--- config.mk ---
export PLATFORM = sky130hd
export DESIGN_NAME = reception8
export DESIGN_NICKNAME = d
export VERILOG_FILES = /design/src/rtl/reception8.sv
export SDC_FILE = /design/constraint.sdc
export NUM_CORES = 1
export LEC_CHECK = 0
export CAP_MARGIN = 20
export CORE_MARGIN = 2
export CORE_UTILIZATION = 53
export CTS_CLUSTER_SIZE = 28
export DETAILED_ROUTE_END_ITERATION = 12
export HOLD_SLACK_MARGIN = 0.1
export PLACE_DENSITY = 0.78
export SYNTH_ARGS = -nofsm -noshare
export SYNTH_HDL_FRONTEND = slang
export SYNTH_SLANG_ARGS = --single-unit
--- constraint.sdc ---
create_clock -name clk -period 2.5 [get_ports clk]
set_clock_uncertainty 0.2 [all_clocks]
set_input_delay 0.5 -clock clk [delete_from_list [all_inputs] [get_ports clk]]
set_output_delay 0.5 -clock clk [all_outputs]
set_load 0.05 [all_outputs]
--- src/rtl/reception8.sv ---
// Reassembles an 8-bit word from bits delivered serially with a 3-bit position address.
// Bits must arrive in ascending order; an out-of-order bit or an over-long gap aborts the frame.
module reception8 #(
   parameter int TIMEOUT = 16
) (
   input  logic       clk,
   input  logic       rst,
   input  logic       iBit,
   input  logic       A,
   input  logic       B,
   input  logic       C,
   input  logic       iValid,
   output logic [7:0] oData,
   output logic       oValid,
   output logic       oErr,
   output logic       oBusy
);

   localparam int IW = $clog2(TIMEOUT + 1);
   localparam logic [IW-1:0] IDLE_LAST = IW'(TIMEOUT - 1);

   typedef enum logic [1:0] {S_IDLE, S_COLLECT, S_DONE} state_t;

   state_t        state, state_nx;
   logic [2:0]    exp;
   logic [7:0]    sh;
   logic [IW-1:0] idle;
   logic          err_q;

   logic [2:0] idx;
   logic       start, hit, err_set;

   assign idx   = {A, B, C};
   assign start = iValid && (idx == 3'd0);
   assign hit   = iValid && (idx == exp);
   // Abort when a bit arrives out of order, or when this idle cycle would bring the count to TIMEOUT.
   assign err_set = (state == S_COLLECT) &&
                    ((iValid && (idx != exp)) || (!iValid && (idle == IDLE_LAST)));

   always_ff @(posedge clk or posedge rst) begin
      if (rst) state <= S_IDLE;
      else     state <= state_nx;
   end

   always_comb begin
      state_nx = state;
      case (state)
         S_IDLE:    if (start) state_nx = S_COLLECT;
         S_COLLECT: begin
            if (err_set)                   state_nx = S_IDLE;
            else if (hit && exp == 3'd7)   state_nx = S_DONE;
         end
         S_DONE:    state_nx = start ? S_COLLECT : S_IDLE;
         default:   state_nx = S_IDLE;
      endcase
   end

   always_comb begin
      oValid = (state == S_DONE);
      oBusy  = (state == S_COLLECT);
      oErr   = err_q;
   end

   always_ff @(posedge clk or posedge rst) begin
      if (rst) begin
         sh    <= '0;
         exp   <= '0;
         idle  <= '0;
         oData <= '0;
         err_q <= 1'b0;
      end else begin
         err_q <= err_set;
         if (err_set) begin
            sh   <= '0;
            exp  <= '0;
            idle <= '0;
         end else if (state != S_COLLECT && start) begin
            sh[0] <= iBit;
            exp   <= 3'd1;
            idle  <= '0;
         end else if (state == S_COLLECT && hit) begin
            sh[exp] <= iBit;
            exp     <= exp + 3'd1;
            idle    <= '0;
            if (exp == 3'd7) oData <= {iBit, sh[6:0]};
         end else if (state == S_COLLECT && !iValid) begin
            idle <= idle + IW'(1);
         end
      end
   end

endmodule

==> impl_table.tex <==
\begin{tabular}{lr}
\hline
Metric & Value \\
\hline
\multicolumn{2}{l}{\textbf{Clock network}} \\
\quad Maximum buffer depth of the clock tree & 2 \\
\quad Hold buffer count at CTS & 0 \\
\quad TritonCTS clock tree & built \\
\quad Worst skew pair latency & 320 ps \\
\quad Clock sinks & 26 \\
\quad Setup Fix Bufs, Post-CTS & 0 \\
\quad H-tree lvl count & 1 \\
\quad TritonCTS Buffers & 3 \\
\quad Clock root cell & clkbuf\_4 \\
\quad Register clock-pin slew on the reported worst setup and hold paths & 140 ps \\
\quad Resized cells post-CTS & 0 \\
\multicolumn{2}{l}{\textbf{Cells and area}} \\
\quad Growth of design area from synthesis to finish & 18.1\% \\
\quad Final core occ & 67.6\% \\
\quad Share of layout cells above drive strength 1 & 15.0\% \\
\quad Top library cells by usage in the layout, fill and taps aside & dfrtp\_1, clkdlybuf4s50\_1, inv\_1, a21oi\_1, nor2\_1 \\
\quad Count of antenna diodes in the layout & 0 \\
\quad Final net count & 152 \\
\quad Most common library cell in the layout ignoring fill and taps & dfrtp\_1 \\
\multicolumn{2}{l}{\textbf{Detailed routing}} \\
\quad Residual DRC count & 0 \\
\quad Number of detailed-routing iterations run before antenna repair & 6 \\
\quad Number of antenna-violating nets in the routed design & 0 \\
\quad WL/cell & 13.8 um \\
\quad Mean number of vias per cell & 5.29 \\
\quad Detailed-route via count & 889 \\
\quad Initial DRC count & 15 \\
\quad Wire length reported by the detailed router & 2320 um \\
\multicolumn{2}{l}{\textbf{Power}} \\
\quad Power share of the clock group & 31.3\% \\
\quad Worst IR Drop VDD & 0.484 mV \\
\quad Cell Pwr Density & 598 nW/um2 \\
\quad Sw Pwr & 0.000235 W \\
\quad Share of total power in sequential cells & 54.1\% \\
\quad Fraction of power consumed by combinational cells & 14.5\% \\
\quad Switching part of the total power & 25.6\% \\
\quad Internal power consumption & 0.000685 W \\
\quad Static leakage & 0.711 nW \\
\multicolumn{2}{l}{\textbf{Die}} \\
\quad Core ar. & 2280 um2 \\
\quad Floorplan die area & 2870 um2 \\
\quad Die Span Y & 53.6 um \\
\quad Die span in x & 53.6 um \\
\quad Rows & 17 \\
\quad Initial standard-cell utilization of the core & 57.2\% \\
\quad I/O pin cnt & 18 \\
\multicolumn{2}{l}{\textbf{Timing}} \\
\quad RSZ-0062 raised after global routing & false \\
\quad Slew headroom & 66.7\% \\
\quad Worst-margin pin slew & 497 ps \\
\quad Final number of hold-violating endpoints & 0 \\
\quad Timing-limited maximum frequency & 417 MHz \\
\quad Worst hold slack & 313 ps \\
\quad Worst Slack Setup Final & 103 ps \\
\quad Final critical path time including I/O delays and setup & 2400 ps \\
\quad Crit share post-route & 95.9\% \\
\quad Max-slew violation total from the final report & 0 \\
\quad Setup violation total in the final timing report & 0 \\
\quad Setup tns final & 0 ps \\
\multicolumn{2}{l}{\textbf{Run}} \\
\quad Max Cap Violations & 0 \\
\multicolumn{2}{l}{\textbf{Global routing}} \\
\quad Antenna violations before repair & 0 \\
\quad Via count of the first global-routing pass & 870 \\
\quad Global Route Usage Sum & 19.9\% \\
\quad Global-route wire length before repair & 4050 um \\
\quad Largest net degree at the start of global routing & 27 \\
\quad Total congestion overflow & 0 \\
\multicolumn{2}{l}{\textbf{Logic synthesis}} \\
\quad Number of warnings reported in the yosys synthesis log & 0 \\
\quad Post-synthesis cell type with the largest combined area & dfrtp\_1 \\
\quad Instance count of the mapped netlist & 121 \\
\quad Sequential area share after synthesis & 50.0\% \\
\quad Most area-consuming cells after synthesis & dfrtp\_1, mux2\_4, a21oi\_1 \\
\quad Synth Net Count & 132 \\
\quad Flip-flop and latch count after synthesis & 26 \\
\quad Number of distinct standard cells referenced by the synthesized netlist & 31 \\
\quad Average footprint of a synthesized cell & 10.8 um2 \\
\quad Area of the mapped netlist & 1300 um2 \\
\quad Fraction of post-synthesis cell area in the top cell type by area & 50.0\% \\
\multicolumn{2}{l}{\textbf{Setup path}} \\
\quad Start-to-end type of the worst setup path & reg -> out \\
\quad Critical path capture point type & output port \\
\quad Startpoint class of the critical path & register \\
\quad Largest incremental delay on the critical path & 810 ps \\
\quad Critical path cell sequence & nor2b\_1 > clkdlybuf4s50\_1 \\
\quad Slowest cell on crit path & clkdlybuf4s50\_1 \\
\quad CP Data Required Time & 1800 ps \\
\quad Largest fanout of any net on the critical path & 3 \\
\quad Worst reg2reg path startpoint & idle[0]\$\_DFFE\_PP0P\_ \\
\quad Setup crit start & state[1]\$\_DFFE\_PP0P\_ \\
\quad Data arrival time of the worst path & 1700 ps \\
\multicolumn{2}{l}{\textbf{Outcome}} \\
\quad Outcome & finished, final reports clean \\
\multicolumn{2}{l}{\textbf{Place}} \\
\quad Number of buffers inserted by port buffering & 17 \\
\quad HPWL after detailed placement & 1710 um \\
\quad Final weighted congestion of routability-driven global placement & 0.825 \\
\quad Worst slack at placement & 184 ps \\
\multicolumn{2}{l}{\textbf{Min path}} \\
\quad Hold Crit Class & in -> async \\
\hline
\end{tabular}
==> cell usage after synthesis <==
library cell   n
a211oi_1       1
a21oi_1       11
and3_1         1
and3_4         1
and4_4         1
buf_2          1
buf_4          2
buf_6          3
clkbuf_1       1
dfrtp_1       26
ha_1           4
inv_1         11
mux2_4         8
mux2i_1        1
nand2_1        8
nand2b_1       1
nand3_1        3
nand3b_1       3
nand4_1        1
nor2_1        10
nor2b_1        1
nor3b_1        1
nor4_1         1
o21ai_0        3
o21ai_1        1
o221ai_1       1
o22ai_1        7
or3b_2         1
or4b_1         1
xnor2_1        4
xor2_1         2
==> path summary, 6_finish.rpt <==
kind / end / cells past startpoint / slack [ps]
min in group clk: oData[5]$_DFFE_PP0P_ / 1 / 330
max reg2reg: oData[4]$_DFFE_PP0P_ / 7 / 380
max: oValid / 2 / 100
max in group asynchronous: oData[1]$_DFFE_PP0P_ / 3 / 1550
min: sh[1]$_DFFE_PP0P_ / 3 / 310
min reg2reg: oData[5]$_DFFE_PP0P_ / 1 / 330
==> flip-flops by register name, indices dropped and copies added, names as in the netlist <==
signal  count
oData       8
sh          7
idle        5
exp         3
state       2
oErr        1
==> worst max-delay path, delay by kind of cell (launching register included) <==
kind                   cells  cell delay [ps]
buffers and inverters      1              810
flip-flops                 1              430
AND/OR/NAND/NOR            1              150
==> kinds of logic (layout without fill, tap and decap cells) <==
group / after synthesis / after routing / synth area share, %
and+or+nand+nor: 34 / 34 / 14.2
DFF: 26 / 26 / 50.0
muxes: 9 / 9 / 9.99
adders and majority gates: 4 / 4 / 3.84
buffers and inverters: 18 / 37 / 7.59
AOI/OAI and AO/OA: 24 / 24 / 10.4
xor gates and xnor gates: 6 / 6 / 4.03
==> stage by stage <==
step                      cell area, um2  cells  power [W]
after detailed placement            1490    164   0.000641
after floorplan                     1300    121   0.000606
after CTS                           1540    168   0.000922
final                               1540    168   0.000920
after global placement              1490    164   0.000633
after global routing                1540    168   0.000965
==> power by group through the flow <==
stage	registers [W]	logic, W	clock network (W)
finish	0.000498	0.000134	0.000288
detailed placement	0.000506	0.000135	0
floorplan	0.000488	0.000118	0
global route	0.000505	0.000154	0.000306
CTS	0.000498	0.000135	0.000289
global placement	0.000503	0.000129	0
==> cell type report <==
type                       instances  area [um2]
multi-input combinational         77         553
fill                             190         738
clock buffer                       3        22.5
tap                               28        35.0
clock inverter                     1        30.0
timing repair buffer              22         205
inverter                          11        41.3
sequential                        26         651
==> metal layers <==
metal	up-vias	share of wire, %	track usage [%]
met5	-	0	0
met4	0	0.60	6.41
met3	2	3.6	2.50
met2	19	46	31.5
met1	417	50	28.3
li1	451	-	-
No activity file was read; power rests on OpenSTA's default activity.
